## config.mk

```make
export PLATFORM = sky130hd
export DESIGN_NAME = tag_packetizer_flat
export DESIGN_NICKNAME = d
export VERILOG_FILES = /design/src/rtl/tag_packetizer_if.sv /design/src/rtl/tag_packetizer.sv /design/src/flat_wrapper.sv
export SDC_FILE = /design/constraint.sdc
export NUM_CORES = 1
export LEC_CHECK = 0
export BUFFER_PORTS_ARGS = -buffer_cell sky130_fd_sc_hd__buf_2
export CAP_MARGIN = 25
export CORE_AREA = 2 2 84 86
export DETAILED_ROUTE_END_ITERATION = 10
export DIE_AREA = 0 0 86 88
export GPL_TIMING_DRIVEN = 0
export PLACE_DENSITY_LB_ADDON = 0.15
export RECOVER_POWER = 50
export SYNTH_ARGS = -nofsm -noshare
export SYNTH_HDL_FRONTEND = slang
export SYNTH_SLANG_ARGS = --single-unit
```

## constraint.sdc

```tcl
create_clock -name clk -period 1.8 [get_ports clk]
set_input_delay 0.18 -clock clk [delete_from_list [all_inputs] [get_ports clk]]
set_output_delay 0.18 -clock clk [all_outputs]
set_load 0.02 [all_outputs]
```

## src/rtl/tag_packetizer_if.sv

```systemverilog
`default_nettype none
// ============================================================================
// Module      : tag_packetizer_if
// Description : Byte-FIFO write port carrying tag_packetizer packets.
// Revision    : 1.0 - initial release
// ============================================================================
interface tag_packetizer_if;
    logic [7:0] fifo_data;
    logic       fifo_wr_en;
    logic       fifo_full;

    modport master (
        output fifo_data,
        output fifo_wr_en,
        input  fifo_full
    );

    modport slave (
        input  fifo_data,
        input  fifo_wr_en,
        output fifo_full
    );
endinterface
`default_nettype wire

```

## src/rtl/tag_packetizer.sv

```systemverilog
`default_nettype none
// ============================================================================
// Module      : tag_packetizer
// Description : Timestamps rising edges on event channels and emits 4-byte
//               packets into a byte FIFO, counting events lost while busy.
// Revision    : 1.0 - initial release
// ============================================================================
module tag_packetizer #(
    parameter int NCH    = 4,
    parameter int DROP_W = 8
) (
    input  wire logic              clk,
    input  wire logic              rst,
    input  wire logic              en,
    input  wire logic [NCH-1:0]    ch_in,
    input  wire logic              clr_drop,
    tag_packetizer_if.master       fifo,
    output logic                   busy,
    output logic [DROP_W-1:0]      drop_count
);

    typedef enum logic [2:0] {
        S_IDLE = 3'd0,
        S_B0   = 3'd1,
        S_B1   = 3'd2,
        S_B2   = 3'd3,
        S_B3   = 3'd4
    } state_t;

    localparam logic [23:0]       c_TS_ONE   = 24'd1;
    localparam logic [DROP_W-1:0] c_DROP_ONE = DROP_W'(1);

    state_t            r_state;
    logic [23:0]       r_ts;
    logic [NCH-1:0]    r_ch_prev;
    logic [NCH-1:0]    r_mask;
    logic [23:0]       r_stamp;
    logic              r_pend;
    logic              r_drop_pend;
    logic [DROP_W-1:0] r_drop_count;

    logic [NCH-1:0]    w_ev;
    logic              w_event;
    logic              w_wr;
    logic              w_capture;
    logic              w_drop;
    logic [5:0]        w_mask6;
    logic [7:0]        w_byte;

    assign w_ev      = ch_in & ~r_ch_prev;
    assign w_event   = en && (w_ev != '0);
    assign w_wr      = (r_state != S_IDLE) && !fifo.fifo_full;
    // A B3 write frees the slot in the same cycle, allowing gapless packets.
    assign w_capture = w_event && ((r_state == S_IDLE) || ((r_state == S_B3) && w_wr));
    assign w_drop    = w_event && !w_capture;
    assign w_mask6   = 6'(r_mask);

    always_comb begin
        w_byte = 8'h00;
        case (r_state)
            S_B0:    w_byte = {1'b1, r_pend, w_mask6};
            S_B1:    w_byte = r_stamp[23:16];
            S_B2:    w_byte = r_stamp[15:8];
            S_B3:    w_byte = r_stamp[7:0];
            default: w_byte = 8'h00;
        endcase
    end

    assign fifo.fifo_data  = w_byte;
    assign fifo.fifo_wr_en = w_wr;
    assign busy            = (r_state != S_IDLE);
    assign drop_count      = r_drop_count;

    always_ff @(posedge clk or negedge rst) begin
        if (!rst) begin
            r_state      <= S_IDLE;
            r_ts         <= '0;
            r_ch_prev    <= '0;
            r_mask       <= '0;
            r_stamp      <= '0;
            r_pend       <= 1'b0;
            r_drop_pend  <= 1'b0;
            r_drop_count <= '0;
        end else begin
            r_ch_prev <= ch_in;
            if (en) begin
                r_ts <= r_ts + c_TS_ONE;
            end

            case (r_state)
                S_IDLE:  if (w_capture) r_state <= S_B0;
                S_B0:    if (w_wr) r_state <= S_B1;
                S_B1:    if (w_wr) r_state <= S_B2;
                S_B2:    if (w_wr) r_state <= S_B3;
                S_B3:    if (w_wr) r_state <= w_capture ? S_B0 : S_IDLE;
                default: r_state <= S_IDLE;
            endcase

            if (w_capture) begin
                r_mask  <= w_ev;
                r_stamp <= r_ts;
                r_pend  <= r_drop_pend;
            end

            // A drop wins over a capture clearing the pending flag.
            if (w_drop) begin
                r_drop_pend <= 1'b1;
            end else if (w_capture) begin
                r_drop_pend <= 1'b0;
            end

            if (clr_drop) begin
                r_drop_count <= w_drop ? c_DROP_ONE : '0;
            end else if (w_drop && !(&r_drop_count)) begin
                r_drop_count <= r_drop_count + c_DROP_ONE;
            end
        end
    end

endmodule
`default_nettype wire

```

## src/flat_wrapper.sv

```systemverilog
// flat-port wrapper written by rule: the top's interface ports become plain ports
module tag_packetizer_flat 
#(
    parameter int NCH    = 4,
    parameter int DROP_W = 8
)
  (clk, rst, en, ch_in, clr_drop, busy, drop_count, fifo_fifo_data, fifo_fifo_wr_en, fifo_fifo_full);
  tag_packetizer_if fifo_i ();
  input  wire logic clk;
  input  wire logic rst;
  input  wire logic en;
  input  wire logic [NCH-1:0] ch_in;
  input  wire logic clr_drop;
  output logic busy;
  output logic [DROP_W-1:0] drop_count;
  output wire logic [$bits(fifo_i.fifo_data)-1:0] fifo_fifo_data;
  output wire logic [$bits(fifo_i.fifo_wr_en)-1:0] fifo_fifo_wr_en;
  input wire logic [$bits(fifo_i.fifo_full)-1:0] fifo_fifo_full;
  assign fifo_fifo_data = fifo_i.fifo_data;
  assign fifo_fifo_wr_en = fifo_i.fifo_wr_en;
  assign fifo_i.fifo_full = fifo_fifo_full;
  tag_packetizer #(.NCH(NCH), .DROP_W(DROP_W)) u_core (.clk(clk), .rst(rst), .en(en), .ch_in(ch_in), .clr_drop(clr_drop), .fifo(fifo_i), .busy(busy), .drop_count(drop_count));
endmodule
```

# Word level (Yosys, flattened, before mapping)
# Cells that the tools add are included.
dict set report totals {
  ff_bits 69
  in_bits 9
  out_inout_bits 18
  elab_cells 51
}
dict set report op_classes {
  reduce_logical 17
  n_bitwise 2
  eq_ne 9
  add_sub_neg 2
  muxes 13
}
# op n
set ops {}
lappend ops {{$pmux 8 s4} 1}
lappend ops {{$add 24x1->24 const B} 1}
lappend ops {{$mux 8} 2}
lappend ops {{$mux 3} 5}
lappend ops {{$pmux 3 s5} 1}
lappend ops {{$ne 2x1->1 const B} 5}
lappend ops {{$add 8x1->8 const B} 1}
lappend ops {{$reduce_and 8->1} 1}
lappend ops {{$eq 3x2->1 const B} 2}
lappend ops {{$logic_and 1x1->1} 6}
lappend ops {{$reduce_and 5->1} 1}
lappend ops {{$and 4x4->4} 1}
lappend ops {{$mux 1} 4}
lappend ops {{$not 4->4} 1}
lappend ops {{$reduce_bool 2->1} 2}
lappend ops {{$reduce_bool 4->1} 1}
lappend ops {{$eq 3x1->1 const B} 1}
lappend ops {{$eq 3x3->1 const B} 1}
lappend ops {{$logic_not 1->1} 3}
lappend ops {{$logic_not 3->1} 1}
lappend ops {{$reduce_bool 3->1} 1}
lappend ops {{$logic_or 1x1->1} 1}

# Depth between registers and ports, before layout
# Gate-level depths: netlist of run 1.
dict set report logic_depth {
  depth_word 10
  mapped_depth 5
}

# Worst setup path before layout of run 1
# OpenSTA, ideal clock, no wires.
dict set report synth_timing {
  path_type {flip-flop to flip-flop}
  start {register u_core.r_drop_count[0], in the netlist u_core.drop_count[0]}
  end {register u_core.r_drop_count[2], in the netlist u_core.drop_count[2]}
  period_less_slack_ps 1750
  t_required_ps 1675
  stages_incl_launch_ff 6
  n_path_buf 0
  t_arrival_ps 1625
  slack_ps 50
  cell_sequence {dfrtp_1 -> ha_1 -> nand4_1 -> o21ai_0 -> nor3_1 -> mux2_2}
}
dict set report synth_via {
  elab_chain_cells 4
  elab_cells_between_ends 7
  classes_between {add/sub (1); mux (2); reduce/logical (4)}
}
# item line_no
set synth_rtl {}
lappend synth_rtl {{from (decl)} tag_packetizer.sv:40} ;# logic [DROP_W-1:0] r_drop_count;
lappend synth_rtl {{from (signal assigned)} tag_packetizer.sv:113} ;# r_drop_count <= w_drop ? c_DROP_ONE : '0;
lappend synth_rtl {{from (signal assigned)} tag_packetizer.sv:115} ;# r_drop_count <= r_drop_count + c_DROP_ONE;
lappend synth_rtl {{branches (longest 4 deep; another with $add 8x1->8)} n/a}
# Several ways; the timed one is not identified. The select of a mux whose other input is x is not followed.
# A chain may end at the register's enable or synchronous reset.

# Final worst setup path of run 1
dict set report layout_timing {
  start {input port ch_in[2]}
  end {register u_core.r_stamp[17]}
}
dict set report layout_via {
  elab_chain_cells 4
}
# item line_no
set layout_rtl {}
lappend layout_rtl {{from (decl)} flat_wrapper.sv:12} ;# input wire logic [NCH-1:0] ch_in;
lappend layout_rtl {{$and 4x4->4} tag_packetizer.sv:50} ;# assign w_ev = ch_in & ~r_ch_prev;
lappend layout_rtl {{$reduce_bool 4->1} tag_packetizer.sv:51} ;# assign w_event = en && (w_ev != '0);
lappend layout_rtl {{$logic_and 1x1->1} tag_packetizer.sv:51}
lappend layout_rtl {{$logic_and 1x1->1} tag_packetizer.sv:54} ;# assign w_capture = w_event && ((r_state == S_IDLE) || ((r_state == S_B3) && w_wr));
lappend layout_rtl {{to (signal assigned)} tag_packetizer.sv:101} ;# r_stamp <= r_ts;
lappend layout_rtl {{to (decl)} tag_packetizer.sv:37} ;# logic [23:0] r_stamp;
# Every way passes these cells.

==> metrics.yaml, run 1 <==
run_status:
  status: "complete, no violations"
clock_network:
  tritoncts.num_buffers: 9
  htree_levels: 3
  worst_skew_pair.late_latency_ps: 340
  deepest_clock_path_buffer_count: 2
  tritoncts_clock_tree: "done"
  cts-root-buf: "clkbuf_8"
  cts.reportedPaths.clkPinSlew_ps: 70
  numClockSinks: 69
critical_path:
  worstPathRequired_ps: 2020
  crit_type: "in2reg"
  ff2ff_setup_slack_ps: 50
  critPathLaunch: "ch_in[2]"
  reg2reg_from: "u_core.drop_count[0]$_DFFE_PN0P_"
  crit_path_end_kind: "register"
  setup.worst_path.start_class: "input port"
  worst_r2r_endpoint: "u_core.drop_count[7]$_DFFE_PN0P_"
  worst-endpoint-arrival_ps: 2000
  critical_path_peak_fanout: 10
  rr_worst_depth: 5
  worstSetupEndpoint: "u_core.r_stamp[17]$_DFFE_PN0P_"
finish:
  drive_gt1_share_pct: 31.4
  finalInstanceArea_mm2: 0.00390
  flow.area_growth_from_synthesis_pct: 19.2
  finalNetCount: 325
  area.sequential_mm2: 0.00173
  multi_input_comb_area_mm2: 0.00154
  utilization_pct: 58.8
  antenna_cells: 0
  filler_cell_count: 578
  layoutNonFillerInstCount: 398
pwr:
  power.density_mw_per_mm2: 1240
  sequentialPowerShare_pct: 43.2
  p_switching_mw: 1.59
  switching_share_pct: 32.8
  power.clock.fraction_pct: 25.9
  internal_power_mw: 3.26
  share_comb_of_total_power_pct: 30.9
  p_leak_nw: 1.75
  vdd_drop_max_mv: 0.681
timing:
  fin_skew_ps: 8.35
  period_minus_slack_ps: 1780
  timing_hold_violations_final: 0
  worst_slew_slack_as_a_fraction_of_its_limit_pct: 42.8
  grt_setup_unrepaired: "yes"
  maxSlewViolCount: 0
  maxClockFrequency_mhz: 561
  worst-slew-pin-transition_ps: 858
  final_min_period_over_clock_period_pct: 99.1
  final-setup-viol-count: 0
grt:
  grt_start_max_net_pins: 70
  grt_pass1_wl_um: 10800
  gr-usage-all-layers_pct: 18.8
  vias_in_the_first_global_route: 2182
  overflow: 0
  antenna_found_initial: 0
drt:
  viasPerCell: 5.48
  length_of_the_first_detailed_routing_pass_in_iterations: 4
  vias: 2180
  routed_wire_length_um: 6480
  route.met2.wl_um: 2750
  wl_per_cell_um: 16.3
  route.detailed.drc: 0
  dr_wl_met3_um: 214
  met1_length_um: 3390
  detailedRoute.firstIterationViolations: 88
  drtAntennaViolNets: 0
  topmost_layer_with_routed_signal_wires: "met4"
placement:
  placement.cell_area_mm2: 0.00350
  hpwlAfterDp_um: 4300
  gp_congestion: 0.804
  io_buffer_count: 25
  numPlacedInstances: 371
worst_hold_path:
  hp-class: "in2reg"
  min-delay-start: "fifo_fifo_full"
die:
  dieArea_mm2: 0.00757
  core_mm2: 0.00664
  die_h_um: 88
  io-pin-count: 27
  num_rows: 30
  chip_width_um: 86
  initial_core_util_pct: 49.3
synthesis:
  synth.avg_cell_area_um2: 12.3
  yosysWarningCount: 0
  yosys-top-cells-count: "dfrtp_1, mux2_4, xnor2_1, nand3_1, nand2_1"
  post_syn_nets: 277
  syn_std_cell_area_mm2: 0.00327
  ys.flop_type: "dfrtp_1"
  synth.most_common_cell: "dfrtp_1"
  register_bit_count_reported_by_yosys: 69
  number_of_enable_type_register_cells_in_the_synthesized_netlist: 0
  synthesis.instances: 266
  ys_top_cells_by_area: "dfrtp_1, mux2_4, xnor2_1, nand3_1, mux2i_1"
  synth_top_area_share_pct: 52.7
  distinct_cell_type_count_after_synthesis: 39
  synth_sequential_area_ratio_pct: 52.7
  synth_top_area_cell: "dfrtp_1"
  ys_async_sr_fraction_pct: 100
run:
  cap_violations: 0
[worst min-delay path by stage]
stage	slack, ps	to	cells after the start
2_1_floorplan	-120	u_core.drop_count[0]$_DFFE_PN0P_	0
3_3_place_gp	300	u_core.r_ch_prev[2]$_DFF_PN0_	1
3_5_place_dp	300	u_core.r_ch_prev[2]$_DFF_PN0_	1
6_report	150	u_core.r_state[0]$_DFFE_PN0P_	3
4_1_cts	130	u_core.r_ts[0]$_DFFE_PN0P_	2
5_1_grt	150	u_core.r_ts[0]$_DFFE_PN0P_	2
[sequential cells by signal, summed over array words and instances (netlist names)]
signal	count
u_core.drop_count	8
u_core.r_ch_prev	4
u_core.r_drop_pend	1
u_core.r_mask	4
u_core.r_pend	1
u_core.r_stamp	24
u_core.r_state	3
u_core.r_ts	24
[layout by cell type, fill, tap and decap left out, drive strengths merged, types with 7 or more instances in the layout]
cell,instances
nor2b,10
o21ai,7
nor2,14
a21oi,8
nand2,15
nand3,16
xnor2,19
nand4,9
mux2i,7
clkbuf,20
dfrtp,69
buf,36
mux2,32
[through the flow]
| stage | total power, mW | TNS [ps] | hold slack (ps) | worst slack [ps] |
|---|---|---|---|---|
| after floorplan | 3.02 | 0 | -116 | 49.9 |
| after global placement | 3.37 | -1840 | 297 | -82.3 |
| after detailed placement | 3.39 | -2970 | 301 | -142 |
| after CTS | 4.73 | 0 | 135 | 8.55 |
| after global routing | 5.11 | -506 | 153 | -59.6 |
| final | 4.85 | 0 | 154 | 16.7 |
[area by class of cell]
class                           count  area share [%]
Multi-Input combinational cell    183            39.4
Buffer                              9            2.08
Sequential cell                    69            44.3
Tap cell                           80            2.56
Clock buffer                       14            4.17
Clock inverter                      1           0.769
Timing Repair Buffer               38            6.25
Inverter                            4           0.449
[power groups by stage]
stage | clock, mW | sequential, mW | combinational (mW)
after floorplan | 0 | 2.02 | 1.01
after global placement | 0 | 2.07 | 1.30
after detailed placement | 0 | 2.07 | 1.32
after CTS | 1.28 | 2.08 | 1.37
after global routing | 1.35 | 2.13 | 1.62
final | 1.26 | 2.09 | 1.50
[worst max-delay path, cell delays in order]
cell	delay, ps
dlygate4sd3_1	530
buf_2	120
nor2b_2	160
o41ai_4	370
nor2_2	130
buf_6	190
mux2_4	300
[metal layers]
layer  global-route usage (%)  vias up
met5                        0        -
met4                     8.08        0
met3                     4.62       10
met2                     26.3       46
met1                     27.8     1068
li1                         -     1056
[what timing repair did]
action / 4_1_cts / 5_1_grt
gates resized for setup: 17 / 20
hold endpoints to repair: 73 / 0
hold buffers: 5 / 0
setup buffers: 2 / 6
endpoints found under the setup margin: 44 / 50
pin swaps: 1 / 4
[cells by family after synthesis]
logic type | Yosys count | share of synthesized area (%)
compound gates | 36 | 7.72
xor+xnor | 24 | 6.42
fa+ha+maj | 2 | 0.764
buf+inv | 14 | 2.41
flops | 69 | 52.7
mux | 39 | 16.5
simple gates | 82 | 13.5
Power figures use the tool's default switching activity.
==> run 2, diff against run 1 <==
--- a/config.mk
+++ b/config.mk
@@ -5,11 +5,12 @@
 export SDC_FILE = /design/constraint.sdc
 export NUM_CORES = 1
 export LEC_CHECK = 0
+export ABC_AREA = 1
 export BUFFER_PORTS_ARGS = -buffer_cell sky130_fd_sc_hd__buf_2
 export CAP_MARGIN = 25
-export CORE_AREA = 2 2 84 86
+export CORE_AREA = 2 2 87 89
 export DETAILED_ROUTE_END_ITERATION = 10
-export DIE_AREA = 0 0 86 88
+export DIE_AREA = 0 0 89 91
 export GPL_TIMING_DRIVEN = 0
 export PLACE_DENSITY_LB_ADDON = 0.15
 export RECOVER_POWER = 50
==> run 2 against run 1 <==
Net effect:
- total power is 12% higher
- synthesized cell count is 62% higher
- non-clock buffer count is 5 higher
- cell count is 47% higher
- register-to-register slack better by 80 ps
- synthesized area is 6.1% higher
- wire length is 21% higher
- first-iteration DRC count is 75% higher
- sequential share of layout area is 2.2 points lower
- critical path type is now reg2out
- largest cell class unchanged
- largest power group unchanged
==> metrics.yaml, run 2 <==
synthesis:
  synth.most_common_cell: "nand2_1"
  yosys-top-cells-count: "nand2_1, dfrtp_1, inv_1, nand3_1, nor2_1"
  syn_std_cell_area_mm2: 0.00347
  synth.avg_cell_area_um2: 8.04
  synthesis.instances: 432
  ys.flop_type: "dfrtp_1"
  number_of_enable_type_register_cells_in_the_synthesized_netlist: 0
  register_bit_count_reported_by_yosys: 69
  synth_sequential_area_ratio_pct: 49.7
  synth_top_area_cell: "dfrtp_1"
  synth_top_area_share_pct: 49.7
  post_syn_nets: 443
  distinct_cell_type_count_after_synthesis: 30
  yosysWarningCount: 0
  ys_async_sr_fraction_pct: 100
  ys_top_cells_by_area: "dfrtp_1, nand2_1, inv_1, nand3_1, o21ai_0"
finish:
  finalNetCount: 494
  antenna_cells: 0
  drive_gt1_share_pct: 14.8
  mostFrequentLayoutCell: "nand2_1"
  layoutNonFillerInstCount: 586
  final_cell_mix: "nand2_1, dfrtp_1, inv_1, nand3_1, nor2_1"
  filler_cell_count: 695
  utilization_pct: 57.5
  flow.area_growth_from_synthesis_pct: 18.2
run_status:
  status: "complete, no violations"
die:
  num_rows: 31
  chip_width_um: 89
  core_mm2: 0.00714
  io-pin-count: 27
  initial_core_util_pct: 48.7
  dieArea_mm2: 0.00810
  die_h_um: 91
placement:
  numPlacedInstances: 556
  hpwlAfterDp_um: 5600
  io_buffer_count: 25
  gp_congestion: 0.872
grt:
  global_route_met1_usage_pct: 31.5
  grt_most_used_layer: "met1"
  vias_in_the_first_global_route: 2736
  groute.layer.met2.usage_pct: 30.2
  grt_start_max_net_pins: 70
  antenna_found_initial: 0
  gr-usage-all-layers_pct: 21.0
  grt.met3_usage_pct: 4.45
  grt_pass1_wl_um: 13200
  overflow: 0
clock_network:
  deepest_clock_path_buffer_count: 2
  tritoncts.num_buffers: 9
  numClockSinks: 69
  worst_skew_pair.late_latency_ps: 350
  tritoncts_clock_tree: "done"
  cts.reportedPaths.clkPinSlew_ps: 80
  cts-root-buf: "clkbuf_8"
  htree_levels: 3
timing:
  maxClockFrequency_mhz: 568
  maxSlewViolCount: 0
  period_minus_slack_ps: 1760
  final-setup-viol-count: 0
  fin_skew_ps: 10.9
  worst_slew_slack_as_a_fraction_of_its_limit_pct: 38.1
  timing.setup.tns_ps: 0
  timing_hold_violations_final: 0
  worst-slew-pin-transition_ps: 929
  final_min_period_over_clock_period_pct: 97.9
  grt_setup_unrepaired: "yes"
drt:
  detailedRoute.firstIterationViolations: 154
  drtAntennaViolNets: 0
  length_of_the_first_detailed_routing_pass_in_iterations: 4
  wl_per_cell_um: 13.4
  route.detailed.drc: 0
  routed_wire_length_um: 7850
  viasPerCell: 5.00
  vias: 2930
critical_path:
  worst-endpoint-arrival_ps: 1580
  ff2ff_setup_slack_ps: 130
  critical_path_peak_fanout: 6
  worstPathRequired_ps: 1620
  reg2reg_from: "u_core.drop_count[0]$_DFFE_PN0P_"
  critPathLaunch: "u_core.r_state[2]$_DFFE_PN0P_"
  crit_type: "reg2out"
  setup.worst_path.start_class: "register"
  crit_path_end_kind: "output pin"
worst_hold_path:
  hp-class: "in2reg"
  min-delay-start: "fifo_fifo_full"
pwr:
  p_leak_nw: 2.01
  power.density_mw_per_mm2: 1320
  vdd_drop_max_mv: 0.408
run:
  cap_violations: 0
-- run 2: cell count changes after synthesis, moves of 6 or more --
cell     change
nor3_1       +6
nor2b_1     -10
o21ai_1      +9
nand2_1    +110
mux2_4      -29
nor2_1      +18
inv_1       +56
mux2i_1      -7
nand3_1     +22
xnor2_1     -14
o21ai_0     +21
xor2_1       +9
-- run 2: worst paths after layout --
path / end / cells past startpoint
hold / removal: u_core.r_state[2]$_DFFE_PN0P_ / 3
max in group asynchronous: u_core.drop_count[5]$_DFFE_PN0P_ / 2
hold reg to reg: u_core.r_ts[22]$_DFFE_PN0P_ / 2
setup reg to reg: u_core.drop_count[6]$_DFFE_PN0P_ / 8
min in group asynchronous: u_core.r_mask[0]$_DFFE_PN0P_ / 2
setup / recovery: fifo_fifo_data[2] / 7
-- run 2: kinds of logic after synthesis --
family | Yosys count | share of synthesized area, %
XOR/XNOR | 19 | 4.79
AND/OR/NAND/NOR | 214 | 26.8
adder cells (fa/ha/maj) | 2 | 0.720
buffers and inverters | 74 | 9.15
flip-flops | 69 | 49.7
AO/OA/AOI/OAI | 54 | 8.83
-- run 2: layer usage --
| layer | up-vias | routed length [um] | part of all wire, % |
|---|---|---|---|
| li1 | 1470 | - | - |
| met1 | 1395 | 3770 | 48 |
| met2 | 56 | 3590 | 46 |
| met3 | 9 | 396 | 5.0 |
| met4 | 0 | 89 | 1.1 |
| met5 | - | 0 | 0 |
-- run 2: timing repair --
item / in CTS / in global routing
buffers inserted: 2 / 8
endpoints found under the hold margin: 73 / 0
endpoints found under the setup margin: 7 / 5
hold buffers: 5 / 0
gates resized for setup: 13 / 20
pin swaps: 1 / 3
-- run 2: report_power, final --
part	internal, mW	total, mW	switching [mW]
sequential	1.91	2.17	0.256
combinational	0.830	2.17	1.34
clock	0.488	1.10	0.614
-- run 2: cell type report --
class	instances	area, um2	area share, %
multi-input combinational	289	1490	36.4
clock buffer	9	124	3.02
sequential	69	1730	42.1
timing repair buffer	40	256	6.25
inverter	62	248	6.04
clock inverter	6	41.3	1.01
tap	99	124	3.02
buffer	12	90.1	2.20
-- run 2: worst max-delay path, stage by stage (launching register included) --
cell     delay [ps]
dfrtp_1         380
buf_6           140
buf_6           120
nand3_1          70
o21ai_0          70
a21oi_1         150
o21ai_1         110
buf_4           170
-- run 2: metrics by stage --
step	area (um2)	power, mW	setup slack, ps	hold slack [ps]
floorplan	3470	3.48	301	-116
global route	4100	5.83	-55.6	89.8
global placement	3720	3.96	169	302
detailed placement	3720	4.01	150	304
CTS	4000	5.26	18.8	71.5
finish	4100	5.43	38.5	75.2
